<file path="src/rtl/i2s_frame_scheduler.sv">
`default_nettype none
// ============================================================================
//  Module   : i2s_frame_scheduler
//  Function : bclk/lrclk generation, per-frame source arbitration, capture
//             with attenuation and underrun tracking for the I2S transmitter.
//  Revision : 1.0  initial release
// ============================================================================
module i2s_frame_scheduler #(
  parameter int SAMPLE_W  = 16,
  parameter int BCLK_DIV  = 8,
  parameter int SLOT_BITS = 32
) (
  input  logic                  clk,
  input  logic                  rst_n,
  input  logic                  enable,
  input  logic [1:0]            src_sel,
  input  logic [3:0]            atten,
  input  logic [2:0]            src_valid,
  input  logic [3*SAMPLE_W-1:0] src_data,
  output logic [2:0]            src_ready,
  input  logic                  clr_underrun,
  output logic                  bclk,
  output logic                  lrclk,
  output logic                  frame_start,
  output logic [SAMPLE_W-1:0]   sample_out,
  output logic                  underrun,
  output logic [7:0]            underrun_cnt
);

  localparam int c_DIV_W = (BCLK_DIV > 1) ? $clog2(BCLK_DIV) : 1;
  localparam int c_BIT_W = $clog2(2*SLOT_BITS);
  localparam logic [c_DIV_W-1:0] c_DIV_LAST = c_DIV_W'(BCLK_DIV-1);
  localparam logic [c_DIV_W-1:0] c_DIV_HALF = c_DIV_W'(BCLK_DIV/2);
  localparam logic [c_DIV_W-1:0] c_DIV_PRE  = c_DIV_W'(BCLK_DIV/2-1);
  localparam logic [c_BIT_W-1:0] c_BIT_LAST = c_BIT_W'(2*SLOT_BITS-1);
  localparam logic [c_BIT_W-1:0] c_BIT_DL   = c_BIT_W'(2*SLOT_BITS-3);
  localparam logic [c_BIT_W-1:0] c_BIT_SLOT = c_BIT_W'(SLOT_BITS);

  typedef enum logic [1:0] {
    S_IDLE = 2'd0,
    S_WAIT = 2'd1,
    S_HOLD = 2'd2
  } state_t;

  state_t                      r_state;
  logic [c_DIV_W-1:0]          r_div;
  logic [c_BIT_W-1:0]          r_bit;
  logic                        r_started;
  logic                        r_fs;
  logic [1:0]                  r_sel_q;
  logic [3:0]                  r_atten_q;
  logic [2:0]                  r_ready;
  logic [SAMPLE_W-1:0]         r_pend;
  logic [SAMPLE_W-1:0]         r_sample;
  logic                        r_underrun;
  logic [7:0]                  r_cnt;

  logic                        w_fall;
  logic                        w_capture;
  logic                        w_deadline;
  logic                        w_underrun;
  logic signed [SAMPLE_W-1:0]  w_word;
  logic signed [SAMPLE_W-1:0]  w_shifted;

  always_comb begin
    w_word = '0;
    case (r_sel_q)
      2'd0:    w_word = src_data[0*SAMPLE_W +: SAMPLE_W];
      2'd1:    w_word = src_data[1*SAMPLE_W +: SAMPLE_W];
      2'd2:    w_word = src_data[2*SAMPLE_W +: SAMPLE_W];
      default: w_word = '0;
    endcase
  end

  assign w_shifted  = w_word >>> r_atten_q;
  assign w_fall     = enable && (r_div == c_DIV_LAST);
  // src_ready is one-hot on sel_q while waiting, so it doubles as the source mux
  assign w_capture  = (r_state == S_WAIT) && |(src_valid & r_ready);
  assign w_deadline = (r_state == S_WAIT) && w_fall && (r_bit == c_BIT_DL);
  assign w_underrun = w_deadline && !w_capture && (r_sel_q != 2'd3);

  always_ff @(posedge clk) begin
    if (!rst_n) begin
      r_state    <= S_IDLE;
      r_div      <= '0;
      r_bit      <= '0;
      r_started  <= 1'b0;
      r_fs       <= 1'b0;
      r_sel_q    <= 2'd0;
      r_atten_q  <= 4'd0;
      r_ready    <= 3'd0;
      r_pend     <= '0;
      r_sample   <= '0;
      r_underrun <= 1'b0;
      r_cnt      <= 8'd0;
    end else begin
      // Underrun bookkeeping survives enable=0; a coincident new underrun beats clear
      if (w_underrun) begin
        r_underrun <= 1'b1;
        if (clr_underrun)
          r_cnt <= 8'd1;
        else if (r_cnt != 8'hFF)
          r_cnt <= r_cnt + 8'd1;
      end else if (clr_underrun) begin
        r_underrun <= 1'b0;
        r_cnt      <= 8'd0;
      end

      if (!enable) begin
        r_state   <= S_IDLE;
        r_div     <= '0;
        r_bit     <= '0;
        r_started <= 1'b0;
        r_fs      <= 1'b0;
        r_sel_q   <= 2'd0;
        r_atten_q <= 4'd0;
        r_ready   <= 3'd0;
        r_pend    <= '0;
        r_sample  <= '0;
      end else begin
        r_div <= (r_div == c_DIV_LAST) ? '0 : r_div + 1'b1;
        r_fs  <= 1'b0;
        if (w_fall) begin
          r_started <= 1'b1;
          if (!r_started || (r_bit == c_BIT_LAST)) begin
            r_bit <= '0;
            r_fs  <= 1'b1;
          end else begin
            r_bit <= r_bit + 1'b1;
          end
        end

        // Update coincides with bclk rising in the last bit of the frame
        if ((r_bit == c_BIT_LAST) && (r_div == c_DIV_PRE))
          r_sample <= r_pend;

        case (r_state)
          S_IDLE, S_HOLD: begin
            if (r_fs) begin
              r_state   <= S_WAIT;
              r_sel_q   <= src_sel;
              r_atten_q <= atten;
              // mute (sel=3) shifts the one-hot out entirely
              r_ready   <= 3'b001 << src_sel;
            end
          end
          S_WAIT: begin
            if (w_capture) begin
              r_pend  <= w_shifted;
              r_ready <= 3'd0;
              r_state <= S_HOLD;
            end else if (w_deadline) begin
              if (r_sel_q == 2'd3)
                r_pend <= '0;
              r_ready <= 3'd0;
              r_state <= S_HOLD;
            end
          end
          default: r_state <= S_IDLE;
        endcase
      end
    end
  end

  assign bclk         = (r_div >= c_DIV_HALF);
  assign lrclk        = (r_bit >= c_BIT_SLOT);
  assign frame_start  = r_fs;
  assign src_ready    = r_ready;
  assign sample_out   = r_sample;
  assign underrun     = r_underrun;
  assign underrun_cnt = r_cnt;

endmodule
`default_nettype wire

</file>
<file path="config.mk">
export PLATFORM = sky130hd
export DESIGN_NAME = i2s_frame_scheduler
export DESIGN_NICKNAME = d
export VERILOG_FILES = /design/src/rtl/i2s_frame_scheduler.sv
export SDC_FILE = /design/constraint.sdc
export NUM_CORES = 1
export LEC_CHECK = 0
export CAP_MARGIN = 20
export CELL_PAD_IN_SITES_DETAIL_PLACEMENT = 1
export CELL_PAD_IN_SITES_GLOBAL_PLACEMENT = 1
export CORE_ASPECT_RATIO = 0.7
export CORE_MARGIN = 2
export CORE_UTILIZATION = 35
export CTS_CLUSTER_DIAMETER = 80
export CTS_CLUSTER_SIZE = 16
export DETAILED_ROUTE_END_ITERATION = 8
export PLACE_DENSITY_LB_ADDON = 0.1
export SETUP_SLACK_MARGIN = 0.4
export SLEW_MARGIN = 0
export SYNTH_ARGS = -nofsm -noshare
export SYNTH_HDL_FRONTEND = slang
export SYNTH_SLANG_ARGS = --single-unit
</file>
<file path="constraint.sdc">
create_clock -name clk -period 5.5 [get_ports clk]
set_clock_uncertainty 0.2 [all_clocks]
set_input_delay 1.1 -clock clk [delete_from_list [all_inputs] [get_ports clk]]
set_output_delay 1.1 -clock clk [all_outputs]
set_load 0.02 [all_outputs]
</file>
==> results of run 1 <==
worst min-delay path by stage:
stage	endpoint	cells after the start	start	slack, ns
finish	sample_out[7]$_SDFFE_PN0P_	2	sample_out[7]$_SDFFE_PN0P_	0.26
global route	r_div[0]$_SDFF_PP0_	1	r_div[0]$_SDFF_PP0_	0.28
CTS	r_pend[12]$_SDFFE_PN0P_	2	r_pend[12]$_SDFFE_PN0P_	0.26
detailed placement	sample_out[9]$_SDFFE_PN0P_	2	r_pend[9]$_SDFFE_PN0P_	0.25
global placement	r_div[0]$_SDFF_PP0_	1	r_div[0]$_SDFF_PP0_	0.24
floorplan	sample_out[3]$_SDFFE_PN0P_	2	r_pend[3]$_SDFFE_PN0P_	0.23
area by class of cell:
| type | instances | share of cell area, % |
|---|---|---|
| inverters | 14 | 1.07 |
| flip-flops and latches | 63 | 25.7 |
| well taps | 132 | 3.36 |
| clock inverters | 3 | 0.815 |
| clock buffers | 13 | 5.50 |
| multi-input cells | 330 | 44.4 |
| repair buffers | 95 | 19.1 |
state kept, by name, summed over array words and instances, names as in the netlist:
register,flops
sample_out,16
underrun_cnt,8
r_sel_q,2
r_state,2
r_bit,6
frame_start,1
src_ready,3
underrun,1
r_pend,16
r_div,3
r_atten_q,4
r_started,1
critical path: cells and delay by family:
family	cells	cell delay, ns
buffers and inverters	1	0.40
AOI/OAI and AO/OA	2	1.19
xor gates and xnor gates	1	0.16
and+or+nand+nor	3	0.46
stage by stage:
step | std cells | worst slack [ns]
after global placement | 634 | 1.92
after CTS | 650 | 2.21
after detailed placement | 634 | 1.86
after floorplan | 437 | 2.57
after global routing | 650 | 2.06
final | 650 | 2.19
kinds of logic (layout without fill, tap and decap cells):
group                      Yosys count  after routing  synth area share, %
DFF                                 63             63                 34.7
AOI/OAI and AO/OA                  107            107                 18.9
and+or+nand+nor                    160            160                 20.2
muxes                               46             46                 16.1
adders and majority gates            8              8                 2.75
buffers and inverters               44            125                 5.30
xor gates and xnor gates             9              9                 2.17
metal layers:
| metal | vias up | wire length, um |
|---|---|---|
| li1 | 1701 | - |
| met1 | 1684 | 5020 |
| met2 | 87 | 4800 |
| met3 | 5 | 509 |
| met4 | 0 | 62 |
| met5 | - | 0 |
cells in the mapped netlist, drive strengths merged (9+ instances only):
master	count
a21oi	47
a22oi	11
buf	9
clkbuf	21
dfxtp	63
inv	14
mux2	14
mux2i	24
nand2	68
nor2	37
nor2b	11
nor3	9
o21ai	13
power by group through the flow:
stage,registers [mW],clock network (mW),logic (mW)
after floorplan,0.467,0,0.0367
after global placement,0.468,0,0.0912
after detailed placement,0.468,0,0.0926
after CTS,0.458,0.594,0.0930
after global routing,0.458,0.615,0.101
final,0.458,0.581,0.0922
==> impl_results.md, run 1 <==
* Final setup TNS at 0 ns
* DP Area at 4600 um^2
* CP startpoint: src_valid[1]
* Num rows at 31
* Area leader, netlist: dfxtp_1
* Critical path endpoint: underrun_cnt[4]$_SDFFE_PN0P_
* Post-layout util at 48.0%
* FF+latch area at 1260 um^2
* Root Buffer Master: clkbuf_16
* Cts hold-fix bufs at 0
* Power, Total at 1.13 mW
* Core ar. at 10200 um^2
* CTS Sinks at 63
* RD Place Congestion at 0.829
* EDFF count, synth at 0
* Post-synthesis average cell area at 8.32 um^2
* GRT Total Usage at 18.9%
* Gate power share at 8.2%
* WL per Instance at 16.0 um
* Worst path cell trace: clkdlybuf4s50_1, a222oi_1, nand3_1, a311oi_2, nand4_1, xor2_1, nor2_1
* Crit path required time at 5.51 ns
* Pwr Density at 230 nW/um^2
* Power share of the sequential group at 40.5%
* Number of vias in the routed layout at 3477
* Post-synth ARST share at 0%
* Initial antenna violation count at 0
* CP max-delay cell: a222oi_1
* Area Growth Syn to Fin at 35.1%
* Final Net Count at 582
* Largest net degree at the start of global routing at 49
* P_int at 0.901 mW
* Reg2reg start: r_sel_q[1]$_SDFFE_PN0P_
* Net Sw Frac at 20.4%
* Final Cycle Share at 60.3%
* Hold Path Class: flip-flop to flip-flop
* Clock-pin slew on the worst setup and hold paths at 0.05 ns
* Worst hold slack at 0.256 ns
* Detailed Route WL at 10.4 mm
* Post-synth top flop: dfxtp_1
* Drt first pass iters at 4
* Final Hold Fails at 0
* Worst EP arrival at 3.33 ns
* Relative slew slack at 31.3%
* Mapped cell area at 3640 um^2
* Multi-input logic area at 2180 um^2
* Number of max-cap violations at 0
* CP peak stage delay at 0.69 ns
* Max IR drop VDD at 0.147 mV
* Initial core utilization at 35.5%
* Least-Margin Pin Slew at 1.03 ns
* Global route overflow at 0
* First-pass GRT wire length at 17.2 mm
* Fin crit period at 3.31 ns
* Vias in the first global route at 3530
* Skew-Pair Late Insertion Delay at 0.33 ns
* Port buffer count at 91
* Lkg Pwr at 1.75 nW
* GRT met1 Usage at 25.9%
* Most common cell after layout, fill and taps aside: clkdlybuf4s50_1
* Antenna Violating Nets Remaining at 0
* Status: completed
* Post-synthesis sequential area ratio at 34.7%
* Final Slew Violations at 0
* Mapped Nets at 506
* RR Endpoint: r_pend[3]$_SDFFE_PN0P_
* Max Root-Sink Buffers at 2
* Met2 Usage GRT at 31.3%
* Layout cells sized above 1 at 8.49%
* DR DRC count at 0
* CP Max Fanout at 6
* Netlist cell types at 51
* RSZ-0062 raised after global routing: false
* YS warnings at 0
* PostCTS Resize Cnt at 0
* Top post-synthesis cells by area: dfxtp_1 35%, nand2_1 7.0%, mux2i_1 6.6%, a21oi_1 6.5%, mux4_2 5.0%
* HPWL after DPL at 7.87 mm
* H-tree levels at 3
* Ant diodes at 0
* Setup slack, reg-to-reg at 2.69 ns
* Commonest cells after routing, fill and taps aside: 91 x clkdlybuf4s50_1, 68 x nand2_1, 63 x dfxtp_1
* Die area at 11200 um^2
* CTS tree: yes
* Peak Freq at 0.302 GHz
* Path depth of the worst reg2reg path at 7
* Final Cell Area at 4910 um^2
* Vias per Instance at 5.35
* Die width at 126 um
* Die Y-Extent at 89.3 um
* Yosys top cell area share at 34.7%
* Most used routing layer: met2
* DR iter-0 viols at 150
* Num ports at 92
* CP endpoint kind: flip-flop
* Yosys reg bits at 63
* Clock share of power at 51.4%
* Fill count at 1218
* Number of cells produced by synthesis at 437
* Setup violators final at 0
* CTS buffer count at 9
* Post-CTS Repair Setup Buffers at 0
* Crit start category: input port
* M3 GR Usage at 4.55%
* Switching Power at 0.231 mW
* Worst Setup Path Type: input port to flip-flop
No activity file was read; power rests on OpenSTA's default activity.
==> run 2: changes to the inputs <==
CORE_UTILIZATION = 33   (was 35)
clock period = 3 ns   (was 5.5 ns; I/O delays follow)
==> run 2 against run 1 <==
- worst setup slack worse by 1.7 ns
- hold slack worse by 0.0035 ns
- cell count is 4.9% higher
- register-to-register slack worse by 2.2 ns
- sequential power is 83% higher
- via count is 1.8% higher
- global-route usage is 0.60 points higher
- critical path type unchanged
- highest routed layer unchanged
==> impl_results.md, run 2 (synthesis results as in run 1) <==
* Status: completed
* Setup violators final at 0
* DR iter-0 viols at 195
* Initial core utilization at 33.4%
* Vias per Instance at 5.19
* Root Buffer Master: clkbuf_16
* Largest net degree at the start of global routing at 48
* Layout cells sized above 1 at 11.0%
* Most common cell after layout, fill and taps aside: clkdlybuf4s50_1
* Drt first pass iters at 4
* Final Cycle Share at 85.0%
* Worst Setup Path Type: input port to flip-flop
* Clock-pin slew on the worst setup and hold paths at 0.05 ns
* CTS buffer count at 9
* Reg2reg start: r_sel_q[1]$_SDFFE_PN0P_
* Path depth of the worst reg2reg path at 6
* Commonest cells after routing, fill and taps aside: 90 x clkdlybuf4s50_1, 68 x nand2_1, 62 x dfxtp_1
* Worst hold slack at 0.253 ns
* Fin crit period at 2.55 ns
* H-tree levels at 3
* Ant diodes at 0
* Clock share of power at 50.0%
* GRT Total Usage at 19.5%
* Placed cell count at 665
* Switching Power at 0.430 mW
* Power share of the sequential group at 41.5%
* Peak Freq at 0.392 GHz
* RR Endpoint: r_pend[8]$_SDFFE_PN0P_
* Relative slew slack at 51.7%
* Detailed Route WL at 11.0 mm
* Number of max-cap violations at 0
* Die width at 129 um
* Fill count at 1283
* Antenna Violating Nets Remaining at 0
* RD Place Congestion at 0.828
* Die area at 11900 um^2
* Skew-Pair Late Insertion Delay at 0.33 ns
* Crit path required time at 3.00 ns
* Setup slack, reg-to-reg at 0.50 ns
* Hold path depth at 2
* CP endpoint kind: flip-flop
* Max IR drop VDD at 0.250 mV
* Initial antenna violation count at 0
* Pwr Density at 398 nW/um^2
* P_int at 1.59 mW
* Finished Layout Cells at 682
* Cts hold-fix bufs at 0
* DR DRC count at 0
* Worst Hold End: r_pend[10]$_SDFFE_PN0P_
* Num ports at 92
* Final Slew Violations at 0
* Hold path start: r_pend[10]$_SDFFE_PN0P_
* Num rows at 32
* Post-layout util at 46.6%
* CP Max Fanout at 4
* Vias in the first global route at 3677
* Lkg Pwr at 1.81 nW
* Final setup TNS at 0 ns
* Die Y-Extent at 91.8 um
* Number of vias in the routed layout at 3541
* Post-CTS Repair Setup Buffers at 0
* Core ar. at 10900 um^2
* Gate power share at 8.5%
* Final Net Count at 593
* RSZ-0062 raised after global routing: true
* Port buffer count at 91
* Max Root-Sink Buffers at 2
* First-pass GRT wire length at 18.4 mm
* WL per Instance at 16.1 um
* Area Growth Syn to Fin at 39.5%
* Final Hold Fails at 0
* CTS tree: yes
* Net Sw Frac at 21.3%
* Global route overflow at 0
* CTS Sinks at 63
* Worst EP arrival at 2.55 ns
* HPWL after DPL at 8.30 mm
* Crit start category: input port
* Hold Path Class: flip-flop to flip-flop
* Least-Margin Pin Slew at 0.722 ns
==> run 2: changes by cell type in the layout (fill, tap and decap cells not counted), sizes merged <==
| cell | before | now |
|---|---|---|
| clkinv | 2 | 1 |
| buf | 4 | 14 |
| dlymetal6s2s | 0 | 1 |
| bufinv | 1 | 0 |
| clkinvlp | 0 | 1 |
| clkdlybuf4s50 | 91 | 90 |
| clkbuf | 13 | 15 |
==> run 2: layout make-up <==
class | count | area, um^2 | share of cell area [%]
Tap cell | 153 | 191 | 3.77
Sequential cell | 63 | 1260 | 24.9
Clock buffer | 14 | 284 | 5.60
Inverter | 14 | 52.6 | 1.04
Multi-Input combinational cell | 330 | 2210 | 43.6
Clock inverter | 2 | 12.5 | 0.247
Timing Repair Buffer | 106 | 1060 | 20.8
==> run 2: through the flow <==
step / cell area [um^2] / power, mW / setup slack [ns]
detailed placement: 4720 / 1.03 / 0.125
global placement: 4720 / 1.03 / 0.172
floorplan: 3640 / 0.924 / 0.575
CTS: 5010 / 2.05 / 0.442
global route: 5070 / 2.11 / 0.394
finish: 5070 / 2.02 / 0.451
==> run 2: worst max-delay path, stage by stage <==
cell and delay (ns):
clkdlybuf4s50_1 0.42, mux2_2 0.28, mux4_2 0.53, mux4_2 0.51
o21ai_1 0.14, a21oi_1 0.08
==> run 2: timing repair <==
action | 4_1_cts | 5_1_grt
hold endpoints to repair | 0 | 0
gates resized for setup | 0 | 7
setup endpoints to repair | 0 | 14
==> run 2: how the worst max path moves through the flow <==
stage | endpoint | depth (start not counted) | start
floorplan | r_pend[7]$_SDFFE_PN0P_ | 6 | src_valid[1]
global placement | r_pend[8]$_SDFFE_PN0P_ | 6 | src_data[9]
detailed placement | r_pend[8]$_SDFFE_PN0P_ | 6 | src_data[9]
global route | underrun_cnt[4]$_SDFFE_PN0P_ | 9 | r_div[0]$_SDFF_PP0_
finish | r_pend[8]$_SDFFE_PN0P_ | 6 | src_data[11]
CTS | r_pend[8]$_SDFFE_PN0P_ | 6 | r_sel_q[1]$_SDFFE_PN0P_
==> run 2: layer usage <==
metal	wire length, um	part of all wire [%]	vias up	global-route usage, %
li1	-	-	1733	-
met4	129	1.2	0	5.91
met2	4970	45	79	29.9
met1	5410	49	1717	27.3
met5	0	0	-	0
met3	501	4.5	12	4.55
==> run 2: power groups by stage <==
stage | sequential (mW) | clock, mW | combinational [mW]
final | 0.839 | 1.01 | 0.172
after global routing | 0.838 | 1.08 | 0.187
after CTS | 0.839 | 1.04 | 0.173
after detailed placement | 0.857 | 0 | 0.172
after global placement | 0.857 | 0 | 0.169
after floorplan | 0.857 | 0 | 0.0672
==> run 3: changes to the inputs <==
clock period = 2.2 ns   (was 3 ns; I/O delays follow)
==> run 3 against run 2 <==
- critical endpoint unchanged
- cell count rose by 8.8%
- clock-buffer cell count did not move
- the run now ends with setup timing left
- combinational power rose by 67%
==> impl_results.md, run 3 (synthesis results as in run 1) <==
* Status: complete, but fails checks
* Failing checks: setup timing
* Power, Total at 2.68 mW
* Port buffer count at 91
* Die Y-Extent at 91.8 um
* Clock share of power at 46.6%
* CTS Sinks at 63
* CP peak stage delay at 0.53 ns
* CTS buffer count at 9
* Pwr Density at 459 nW/um^2
* Peak Freq at 0.416 GHz
* Num rows at 32
* Relative slew slack at 60.3%
* Num ports at 92
* CP Max Fanout at 8
* Detailed Route WL at 12.6 mm
* Cts hold-fix bufs at 0
* Area Growth Syn to Fin at 60.6%
* RSZ-0062 raised after global routing: true
* Core ar. at 10900 um^2
* Gate power share at 10.7%
* Fill count at 1273
* Final Cell Area at 5840 um^2
* Vias per Instance at 5.16
* DR DRC count at 0
* Max Root-Sink Buffers at 2
* Critical path endpoint: r_pend[8]$_SDFFE_PN0P_
* Setup slack, reg-to-reg at -0.20 ns
* Worst path cell trace: buf_12, mux2_4, mux4_2, mux4_2, o21ai_1, a21oi_1
* CP max-delay cell: mux4_2
* Final Net Count at 654
* Net Sw Frac at 21.5%
* Crit path required time at 2.19 ns
* Hold Path Class: flip-flop to flip-flop
* Reg2reg start: r_sel_q[1]$_SDFFE_PN0P_
* Commonest cells after routing, fill and taps aside: 64 x nand2_1, 59 x dfxtp_1, 56 x clkdlybuf4s50_1
* Initial antenna violation count at 0
* Vias in the first global route at 4131
* Max IR drop VDD at 0.405 mV
* CP endpoint kind: flip-flop
* Final Cycle Share at 109%
* P_int at 2.11 mW
* Lkg Pwr at 2.35 nW
* Crit start category: flip-flop
* First-pass GRT wire length at 20.5 mm
* DP Area at 5100 um^2
* Fin crit period at 2.40 ns
* Final Slew Violations at 0
* Setup ws final at -0.202 ns
* Largest net degree at the start of global routing at 48
* Antenna Violating Nets Remaining at 0
* Cell mode on critical path: mux4_2
* Die width at 129 um
* Initial core utilization at 33.4%
* Drt first pass iters at 4
* H-tree levels at 3
* Setup violators final at 13
* Global route overflow at 0
* WL per Instance at 16.9 um
* Skew-Pair Late Insertion Delay at 0.33 ns
* Layout cells sized above 1 at 27.5%
* Most common cell after layout, fill and taps aside: nand2_1
* DR iter-0 viols at 156
* Die area at 11900 um^2
* Path depth of the worst reg2reg path at 6
* Power share of the sequential group at 42.7%
* Number of vias in the routed layout at 3828
* HPWL after DPL at 9.08 mm
* Worst Setup Path Type: flip-flop to flip-flop
* Worst EP arrival at 2.39 ns
* Ant diodes at 0
* Final Hold Fails at 0
* Number of max-cap violations at 0
* Least-Margin Pin Slew at 0.595 ns
* CTS tree: yes
* GRT Total Usage at 22.0%
* Clock-pin slew on the worst setup and hold paths at 0.05 ns
* RD Place Congestion at 0.807
* CP startpoint: r_sel_q[1]$_SDFFE_PN0P_
* RR Endpoint: r_pend[8]$_SDFFE_PN0P_
* Switching Power at 0.576 mW
* Root Buffer Master: clkbuf_16
[run 3: metrics by stage]
stage / setup TNS [ns] / instances / setup WS, ns / hold slack [ns] / util [%]
6_report: -1.60 / 742 / -0.202 / 0.254 / 53.7
5_1_grt: -2.86 / 742 / -0.278 / 0.279 / 53.7
4_1_cts: -1.35 / 739 / -0.175 / 0.259 / 52.9
3_5_place_dp: -7.36 / 706 / -0.493 / 0.249 / 46.9
3_3_place_gp: -6.94 / 706 / -0.462 / 0.235 / 46.9
2_1_floorplan: -0.152 / 437 / -0.102 / 0.226 / -
[run 3: repair_timing]
| item | in CTS | in global routing |
|---|---|---|
| setup buffers | 16 | 3 |
| gates cloned | 2 | 0 |
| resized for setup | 93 | 20 |
| setup endpoints to repair | 76 | 41 |
| pin swaps | 30 | 17 |
[run 3: routing by layer]
layer  global-route usage [%]  vias to the layer above  wire length (um)
li1                         -                     1849                 -
met1                     29.3                     1879              5890
met2                     35.8                       85              5830
met3                     5.43                       15               703
met4                     5.29                        0               152
met5                        0                        -                 0
[run 3: worst min path at each step]
stage,from,endpoint,depth (start not counted)
4_1_cts,r_pend[1]$_SDFFE_PN0P_,sample_out[1]$_SDFFE_PN0P_,2
3_5_place_dp,r_div[0]$_SDFF_PP0_,r_div[0]$_SDFF_PP0_,1
2_1_floorplan,r_div[0]$_SDFF_PP0_,r_div[0]$_SDFF_PP0_,1
5_1_grt,r_pend[1]$_SDFFE_PN0P_,sample_out[1]$_SDFFE_PN0P_,2
6_report,sample_out[7]$_SDFFE_PN0P_,sample_out[7]$_SDFFE_PN0P_,2
3_3_place_gp,r_div[0]$_SDFF_PP0_,r_div[0]$_SDFF_PP0_,1
[run 3: critical path: cells and delay by family, from the launching register on]
kind / cells / cell delay, ns
buf+inv: 1 / 0.14
compound gates: 2 / 0.21
flops: 1 / 0.37
mux: 3 / 1.33
[run 3: layout make-up]
class	count	area [um^2]	share of cell area (%)
Sequential cell	63	1270	21.7
Tap cell	153	191	3.28
Clock buffer	14	254	4.35
Multi-Input combinational cell	330	2490	42.7
Clock inverter	1	5.00	0.0857
Inverter	14	52.6	0.899
Timing Repair Buffer	167	1580	27.0
[run 3: power by group through the flow]
stage / registers, mW / logic, mW / clock network (mW)
floorplan: 1.17 / 0.0923 / 0
detailed placement: 1.17 / 0.262 / 0
CTS: 1.14 / 0.282 / 1.28
finish: 1.15 / 0.287 / 1.25
global route: 1.14 / 0.308 / 1.34
global placement: 1.17 / 0.256 / 0
